--- src/rtl/label_ram_wr_ctrl_pkg.sv ---
// Shared types and frame constants for the label RAM write path.
package label_ram_pkg;
  localparam int FRAME_W      = 320;
  localparam int FRAME_H      = 240;
  localparam int FRAME_PIXELS = FRAME_W * FRAME_H;
  localparam int ADDR_W       = 17;
  localparam int DATA_W       = 3;

  typedef logic [DATA_W-1:0] label_t;
  typedef logic [ADDR_W-1:0] addr_t;

  localparam label_t CLEAR_LABEL = 3'd0;

  typedef enum logic [1:0] {ARB, CLEAR, CLR_LAST} wr_state_e;
endpackage

--- src/rtl/label_ram_wr_ctrl_if.sv ---
// Requester handshakes plus the RAM write port of the label RAM controller.
interface label_ram_wr_ctrl_if;
  import label_ram_pkg::*;

  // valid/ready: a write transfers in any cycle where valid and ready are both
  // high; the requester holds addr/data stable while valid is high and ready low.
  logic   req0_valid;
  logic   req0_ready;
  addr_t  req0_addr;
  label_t req0_data;
  logic   req1_valid;
  logic   req1_ready;
  addr_t  req1_addr;
  label_t req1_data;
  logic   ram_we;
  addr_t  ram_w_addr;
  label_t ram_w_data;

  modport master (
    output req0_valid, req0_addr, req0_data, req1_valid, req1_addr, req1_data,
    input  req0_ready, req1_ready, ram_we, ram_w_addr, ram_w_data
  );

  modport slave (
    input  req0_valid, req0_addr, req0_data, req1_valid, req1_addr, req1_data,
    output req0_ready, req1_ready, ram_we, ram_w_addr, ram_w_data
  );
endinterface

--- src/rtl/label_ram_wr_ctrl_rr_arb2.sv ---
// Two-requester round-robin arbiter; a grant is an accept, so the pointer moves on every grant.
module rr_arb2 (
  input  logic       clk,
  input  logic       reset,
  input  logic       en,
  input  logic [1:0] valid,
  output logic [1:0] grant
);
  logic last_one;  // requester 1 was granted most recently

  always_comb begin
    grant = 2'b00;
    if (en) begin
      if (valid == 2'b11) grant = last_one ? 2'b01 : 2'b10;
      else                grant = valid;
    end
  end

  always_ff @(posedge clk) begin
    if (reset)       last_one <= 1'b1;
    else if (|grant) last_one <= grant[1];
  end
endmodule

--- src/rtl/label_ram_wr_ctrl.sv ---
// Label RAM write-port controller: round-robin sharing of two requesters plus a frame-clear sweep.
// Optional statistics counters are built when LABEL_RAM_WR_STATS_EN is defined.
module label_ram_wr_ctrl
  import label_ram_pkg::ADDR_W, label_ram_pkg::addr_t, label_ram_pkg::label_t,
         label_ram_pkg::wr_state_e, label_ram_pkg::ARB, label_ram_pkg::CLEAR,
         label_ram_pkg::CLR_LAST, label_ram_pkg::CLEAR_LABEL;
#(
  parameter int FRAME_PIXELS = label_ram_pkg::FRAME_PIXELS
) (
  input  logic      clk,
  input  logic      reset,
  input  logic      clear_start,
  output logic      clear_busy,
  output logic      clear_done,
  output logic      addr_err,
  output wr_state_e fsm_state,
  label_ram_wr_ctrl_if.slave bus
`ifdef LABEL_RAM_WR_STATS_EN
  ,
  output logic [ADDR_W:0] wr_count,
  output logic [15:0]     conflict_cnt
`endif
);
  localparam addr_t LAST_ADDR = addr_t'(FRAME_PIXELS - 1);

  wr_state_e  state, state_nxt;
  addr_t      cnt, sel_addr, addr_q;
  label_t     sel_data, data_q;
  logic       arb_en, clr_acc, in_range, we_q, err_q;
  logic [1:0] grant;

  rr_arb2 u_arb (
    .clk   (clk),
    .reset (reset),
    .en    (arb_en),
    .valid ({bus.req1_valid, bus.req0_valid}),
    .grant (grant)
  );

  always_ff @(posedge clk) begin
    if (reset) state <= ARB;
    else       state <= state_nxt;
  end

  always_comb begin
    state_nxt = state;
    case (state)
      ARB:      if (clear_start)      state_nxt = CLEAR;
      CLEAR:    if (cnt == LAST_ADDR) state_nxt = CLR_LAST;
      CLR_LAST: state_nxt = ARB;
      default:  state_nxt = ARB;
    endcase
  end

  // CLR_LAST only drains the final clear write, so arbitration is already live there.
  always_comb begin
    arb_en     = 1'b0;
    clr_acc    = 1'b0;
    clear_busy = 1'b0;
    clear_done = 1'b0;
    case (state)
      ARB: begin
        clr_acc = clear_start;
        arb_en  = !clear_start;
      end
      CLEAR: clear_busy = 1'b1;
      CLR_LAST: begin
        clear_busy = 1'b1;
        clear_done = 1'b1;
        arb_en     = 1'b1;
      end
      default: ;
    endcase
  end

  always_comb begin
    sel_addr = grant[1] ? bus.req1_addr : bus.req0_addr;
    sel_data = grant[1] ? bus.req1_data : bus.req0_data;
    in_range = (32'(sel_addr) < 32'(FRAME_PIXELS));
  end

  always_ff @(posedge clk) begin
    if (reset) begin
      we_q   <= 1'b0;
      err_q  <= 1'b0;
      addr_q <= '0;
      data_q <= '0;
      cnt    <= '0;
    end else begin
      we_q  <= 1'b0;
      err_q <= 1'b0;
      if (state == CLEAR) begin
        we_q   <= 1'b1;
        addr_q <= cnt;
        data_q <= CLEAR_LABEL;
        if (cnt != LAST_ADDR) cnt <= cnt + 1'b1;
      end else begin
        if (clr_acc) cnt <= '0;
        if (|grant) begin
          if (in_range) begin
            we_q   <= 1'b1;
            addr_q <= sel_addr;
            data_q <= sel_data;
          end else begin
            err_q <= 1'b1;
          end
        end
      end
    end
  end

  assign bus.req0_ready = grant[0];
  assign bus.req1_ready = grant[1];
  assign bus.ram_we     = we_q;
  assign bus.ram_w_addr = addr_q;
  assign bus.ram_w_data = data_q;
  assign addr_err       = err_q;
  assign fsm_state      = state;

`ifdef LABEL_RAM_WR_STATS_EN
  always_ff @(posedge clk) begin
    if (reset || clr_acc) begin
      wr_count     <= '0;
      conflict_cnt <= '0;
    end else begin
      if ((|grant) && in_range && (wr_count != '1)) wr_count <= wr_count + 1'b1;
      if ((state == ARB) && bus.req0_valid && bus.req1_valid && (conflict_cnt != '1))
        conflict_cnt <= conflict_cnt + 1'b1;
    end
  end
`endif
endmodule

--- src/flat_wrapper.sv ---
// flat-port wrapper written by rule: the top's interface ports become plain ports
module label_ram_wr_ctrl_flat import label_ram_pkg::ADDR_W, label_ram_pkg::addr_t, label_ram_pkg::label_t,
         label_ram_pkg::wr_state_e, label_ram_pkg::ARB, label_ram_pkg::CLEAR,
         label_ram_pkg::CLR_LAST, label_ram_pkg::CLEAR_LABEL;
#(
  parameter int FRAME_PIXELS = label_ram_pkg::FRAME_PIXELS
)
  (clk, reset, clear_start, clear_busy, clear_done, addr_err, fsm_state, bus_req0_valid, bus_req0_addr, bus_req0_data, bus_req1_valid, bus_req1_addr, bus_req1_data, bus_req0_ready, bus_req1_ready, bus_ram_we, bus_ram_w_addr, bus_ram_w_data);
  label_ram_wr_ctrl_if bus_i ();
  input  logic clk;
  input  logic reset;
  input  logic clear_start;
  output logic clear_busy;
  output logic clear_done;
  output logic addr_err;
  output wr_state_e fsm_state;
  input wire logic [$bits(bus_i.req0_valid)-1:0] bus_req0_valid;
  input wire logic [$bits(bus_i.req0_addr)-1:0] bus_req0_addr;
  input wire logic [$bits(bus_i.req0_data)-1:0] bus_req0_data;
  input wire logic [$bits(bus_i.req1_valid)-1:0] bus_req1_valid;
  input wire logic [$bits(bus_i.req1_addr)-1:0] bus_req1_addr;
  input wire logic [$bits(bus_i.req1_data)-1:0] bus_req1_data;
  output wire logic [$bits(bus_i.req0_ready)-1:0] bus_req0_ready;
  output wire logic [$bits(bus_i.req1_ready)-1:0] bus_req1_ready;
  output wire logic [$bits(bus_i.ram_we)-1:0] bus_ram_we;
  output wire logic [$bits(bus_i.ram_w_addr)-1:0] bus_ram_w_addr;
  output wire logic [$bits(bus_i.ram_w_data)-1:0] bus_ram_w_data;
  assign bus_i.req0_valid = bus_req0_valid;
  assign bus_i.req0_addr = bus_req0_addr;
  assign bus_i.req0_data = bus_req0_data;
  assign bus_i.req1_valid = bus_req1_valid;
  assign bus_i.req1_addr = bus_req1_addr;
  assign bus_i.req1_data = bus_req1_data;
  assign bus_req0_ready = bus_i.req0_ready;
  assign bus_req1_ready = bus_i.req1_ready;
  assign bus_ram_we = bus_i.ram_we;
  assign bus_ram_w_addr = bus_i.ram_w_addr;
  assign bus_ram_w_data = bus_i.ram_w_data;
  label_ram_wr_ctrl #(.FRAME_PIXELS(FRAME_PIXELS)) u_core (.clk(clk), .reset(reset), .clear_start(clear_start), .clear_busy(clear_busy), .clear_done(clear_done), .addr_err(addr_err), .fsm_state(fsm_state), .bus(bus_i));
endmodule
--- config.mk ---
export PLATFORM = sky130hd
export DESIGN_NAME = label_ram_wr_ctrl_flat
export DESIGN_NICKNAME = d
export VERILOG_FILES = /design/src/rtl/label_ram_wr_ctrl_pkg.sv /design/src/rtl/label_ram_wr_ctrl_if.sv /design/src/rtl/label_ram_wr_ctrl_rr_arb2.sv /design/src/rtl/label_ram_wr_ctrl.sv /design/src/flat_wrapper.sv
export SDC_FILE = /design/constraint.sdc
export NUM_CORES = 1
export LEC_CHECK = 0
export ABC_AREA = 1
export BUFFER_PORTS_ARGS = -buffer_cell sky130_fd_sc_hd__buf_2
export CAP_MARGIN = 20
export CORE_ASPECT_RATIO = 1.1
export CORE_MARGIN = 4
export CORE_UTILIZATION = 56
export DETAILED_ROUTE_END_ITERATION = 12
export PLACE_DENSITY_LB_ADDON = 0.05
export SLEW_MARGIN = 40
export SYNTH_ARGS = -nofsm -noshare
export SYNTH_HDL_FRONTEND = slang
export SYNTH_SLANG_ARGS = --single-unit
--- constraint.sdc ---
create_clock -name clk -period 4.91 [get_ports clk]
set_input_delay 0.7365 -clock clk [delete_from_list [all_inputs] [get_ports clk]]
set_output_delay 0.7365 -clock clk [all_outputs]
set_load 0.01 [all_outputs]
==> qor.txt <==
Mapped Cells -> 369
Skew-Pair Late Insertion Delay -> 0.30 ns
first-pass GRT wire length -> 11000 µm
CP startpoint kind -> flop
Adder-Cell Fraction of Synth Area -> 2.54%
Max Clk Rate -> 392 MHz
Comb power frac -> 47.6%
leading area contributor after synthesis -> dfxtp_1
Rows -> 25
IO Port Bufs -> 72
die span in x -> 71.3 µm
crit end category -> output port
Root Buffer -> clkbuf_8
clock-pin slew of the registers on the worst-case setup and hold paths -> 0.08 ns
setup bufs post-CTS -> 0
final antenna-violating net count -> 0
P_int -> 0.000774 W
initial antenna violation count -> 0
Net Sw Frac -> 44.0%
total track usage -> 24.4%
Post-Synth XOR/XNOR Area -> 0.355%
Vias -> 2656
Netlist cell types -> 33
synthesized area -> 0.00247 mm²
clk sinks -> 42
layout cells sized above 1 -> 25.1%
area delta synth->final -> 18.4%
run status -> finished, final reports clean
crit path cell chain -> inv_1 > ha_1 > nand2_1 > nand2_2 > nand2_4 > inv_2 > buf_2
Vias/cell -> 5.44
routability cong. -> 0.886
sequential power share -> 32.6%
WS Path Type -> flop to output port
Setup Viol. Count Final -> 0
synth top area cells -> dfxtp_1 34%, nand2_1 14%, nand3_1 7.1%, a21oi_1 5.5%, o21ai_0 5.3%
DRC -> 0
Final min period -> 2.55 ns
largest net degree at the start of global routing -> 45
Initial Utilization -> 57.5%
cts hold-fix bufs -> 0
Worst Hold Launch -> u_core.bus.ram_w_data[2]
max cap viols -> 0
CTS tree -> done
H-tree depth -> 2
# IOs -> 73
1st-pass router iterations -> 5
area share of the largest cell type after synthesis -> 34.1%
RR Startpoint -> u_core.fsm_state[1]
Mapped Nets -> 419
Power Total -> 0.00138 W
PD cells -> 474 mW/mm²
mean post-synth cell area -> 6.68 µm²
Synthesis Warnings -> 0
max-slew violations -> 0
skew final -> 0.0103 ns
synthesized flop and latch total -> 42
Die ar. -> 0.00553 mm²
critical path's slowest cell -> dfxtp_1
setup_tns -> 0 ns
Hold Fails Final Rpt -> 0
final wirelength -> 6640 µm
Congestion Overflow GR -> 0
fin nets -> 483
Die Y -> 77.6 µm
crit-path max cell delay -> 0.32 ns
Data required, critical path -> 4.17 ns
sequential-to-total area share from yosys stat -> 34.1%
post-cts resize count -> 0
main combinational cell family by area after synthesis -> simple AND/OR/NAND/NOR gates
FILL cells -> 381
CP top delay family -> buffers and inverters
DR WL/cell -> 13.6 µm
NetSw -> 0.000608 W
DP HPWL -> 4920 µm
multiplexer share of the synthesized area -> 0%
Slew @ Worst Pin -> 0.773 ns
unrepaired setup endpoints after global routing -> false
CP arrival -> 1.81 ns
cts bufs inserted -> 5
Hold/Removal Path Class -> flop to flop
Initial DRC Count -> 201
WP buf/inv -> 3
worst-case vdd ir drop -> 0.000457 V
fraction of the mapped netlist area in simple logic gates -> 36.2%
Worst Setup SP -> u_core.fsm_state[0]
placeable core area -> 0.00429 mm²
vias in the first global route -> 2441
Period Utilization, post-route -> 51.9%
leakage power -> 1.34 nW
Diodes inserted -> 0
clock share of power -> 19.7%
worst-path maximum fanout -> 23
post-synthesis compound-gate area fraction -> 17.5%
slew margin rel. -> 48.5%
CTS max path bufs -> 2
[power by group through the flow]
stage               clock [W]  sequential (W)  combinational, W
global placement            0        0.000456          0.000642
CTS                  0.000277        0.000451          0.000657
floorplan                   0        0.000489          0.000470
global route         0.000292        0.000459          0.000731
finish               0.000273        0.000451          0.000658
detailed placement          0        0.000459          0.000653
[logic make-up after synthesis]
family                   after synthesis
AO/OA/AOI/OAI                         74
buffers and inverters                 53
AND/OR/NAND/NOR                      194
flip-flops                            42
XOR/XNOR                               1
adder cells (fa/ha/maj)                5
[state kept, by name (all words and copies together), names as in the netlist]
register,flops
u_core.u_arb.last_one,1
u_core.bus.ram_w_data,3
u_core.addr_err,1
u_core.bus.ram_w_addr,17
u_core.cnt,17
u_core.bus.ram_we,1
u_core.fsm_state,2
[cells in the mapped netlist]
cell type,number
buf_2,3
clkinv_1,2
xor2_1,1
o21ai_0,26
a21oi_4,1
buf_12,1
nand4_1,13
nor2_1,28
nand2_1,90
a211oi_1,1
dfxtp_1,42
ha_1,5
buf_4,1
nor3_2,1
o211ai_1,1
a21oi_1,27
inv_1,32
nand3b_1,1
nand2_2,11
inv_2,3
nand2_4,2
nor3_1,7
o22ai_1,7
clkbuf_1,10
buf_6,1
a21o_1,1
nor4_1,3
nand3_1,35
and2_1,1
o21ai_1,1
and3_1,1
nand3_4,1
a21oi_2,9
[per-stage QoR]
step,cell area (µm²),hold slack (ns),util [%],setup slack [ns],cells
detailed placement,2810,0.456,65.6,2.32,480
CTS,2920,0.468,68.1,2.37,488
global placement,2810,0.450,65.6,2.40,480
floorplan,2470,0.459,-,2.75,369
global route,2920,0.493,68.1,2.25,488
finish,2920,0.464,68.1,2.36,488
[cells in the final DEF (no fill, tap or decap), types with 2 or more instances in the layout]
master,count
clkinv_1,2
clkbuf_8,5
nand2_4,2
o22ai_1,7
a21oi_2,9
dfxtp_1,42
nand2_2,11
o21ai_0,26
nor3_1,7
inv_2,3
nand2_1,90
nor2_1,28
nor4_1,3
buf_2,72
clkinv_2,2
nand3_1,35
a21oi_1,27
nand4_1,13
inv_1,32
ha_1,5
[per-layer routing]
metal  vias up  GRT usage [%]  share of wire, %
met5         -              0                 0
met3        15           4.79               6.1
met2        80           41.5                48
met1      1207           30.5                44
met4         0           8.08               1.6
li1       1354              -                 -
[worst paths after layout]
check	slack (ns)	endpoint	cells after the start
max	2.36	bus_req1_ready	7
min	0.46	u_core.bus.ram_w_data[2]	2
min reg2reg	0.46	u_core.bus.ram_w_data[2]	2
max reg2reg	2.46	u_core.cnt[13]	7
[worst register-to-register path, stage by stage (launching register included)]
cell      delay, ns
dfxtp_1        0.33
inv_1          0.11
ha_1           0.67
nand2_1        0.16
nand2_1        0.40
clkinv_1       0.42
nand2_1        0.16
a21oi_1        0.07
[layout make-up]
cell class | instances | area (µm²) | share of cell area [%]
multi-input cells | 274 | 1400 | 47.8
flip-flops and latches | 42 | 841 | 28.8
repair buffers | 73 | 368 | 12.6
inverters | 37 | 139 | 4.76
clock buffers | 5 | 68.8 | 2.36
well taps | 54 | 67.6 | 2.31
clock inverters | 3 | 40.0 | 1.37
Power figures use the tool's default switching activity.
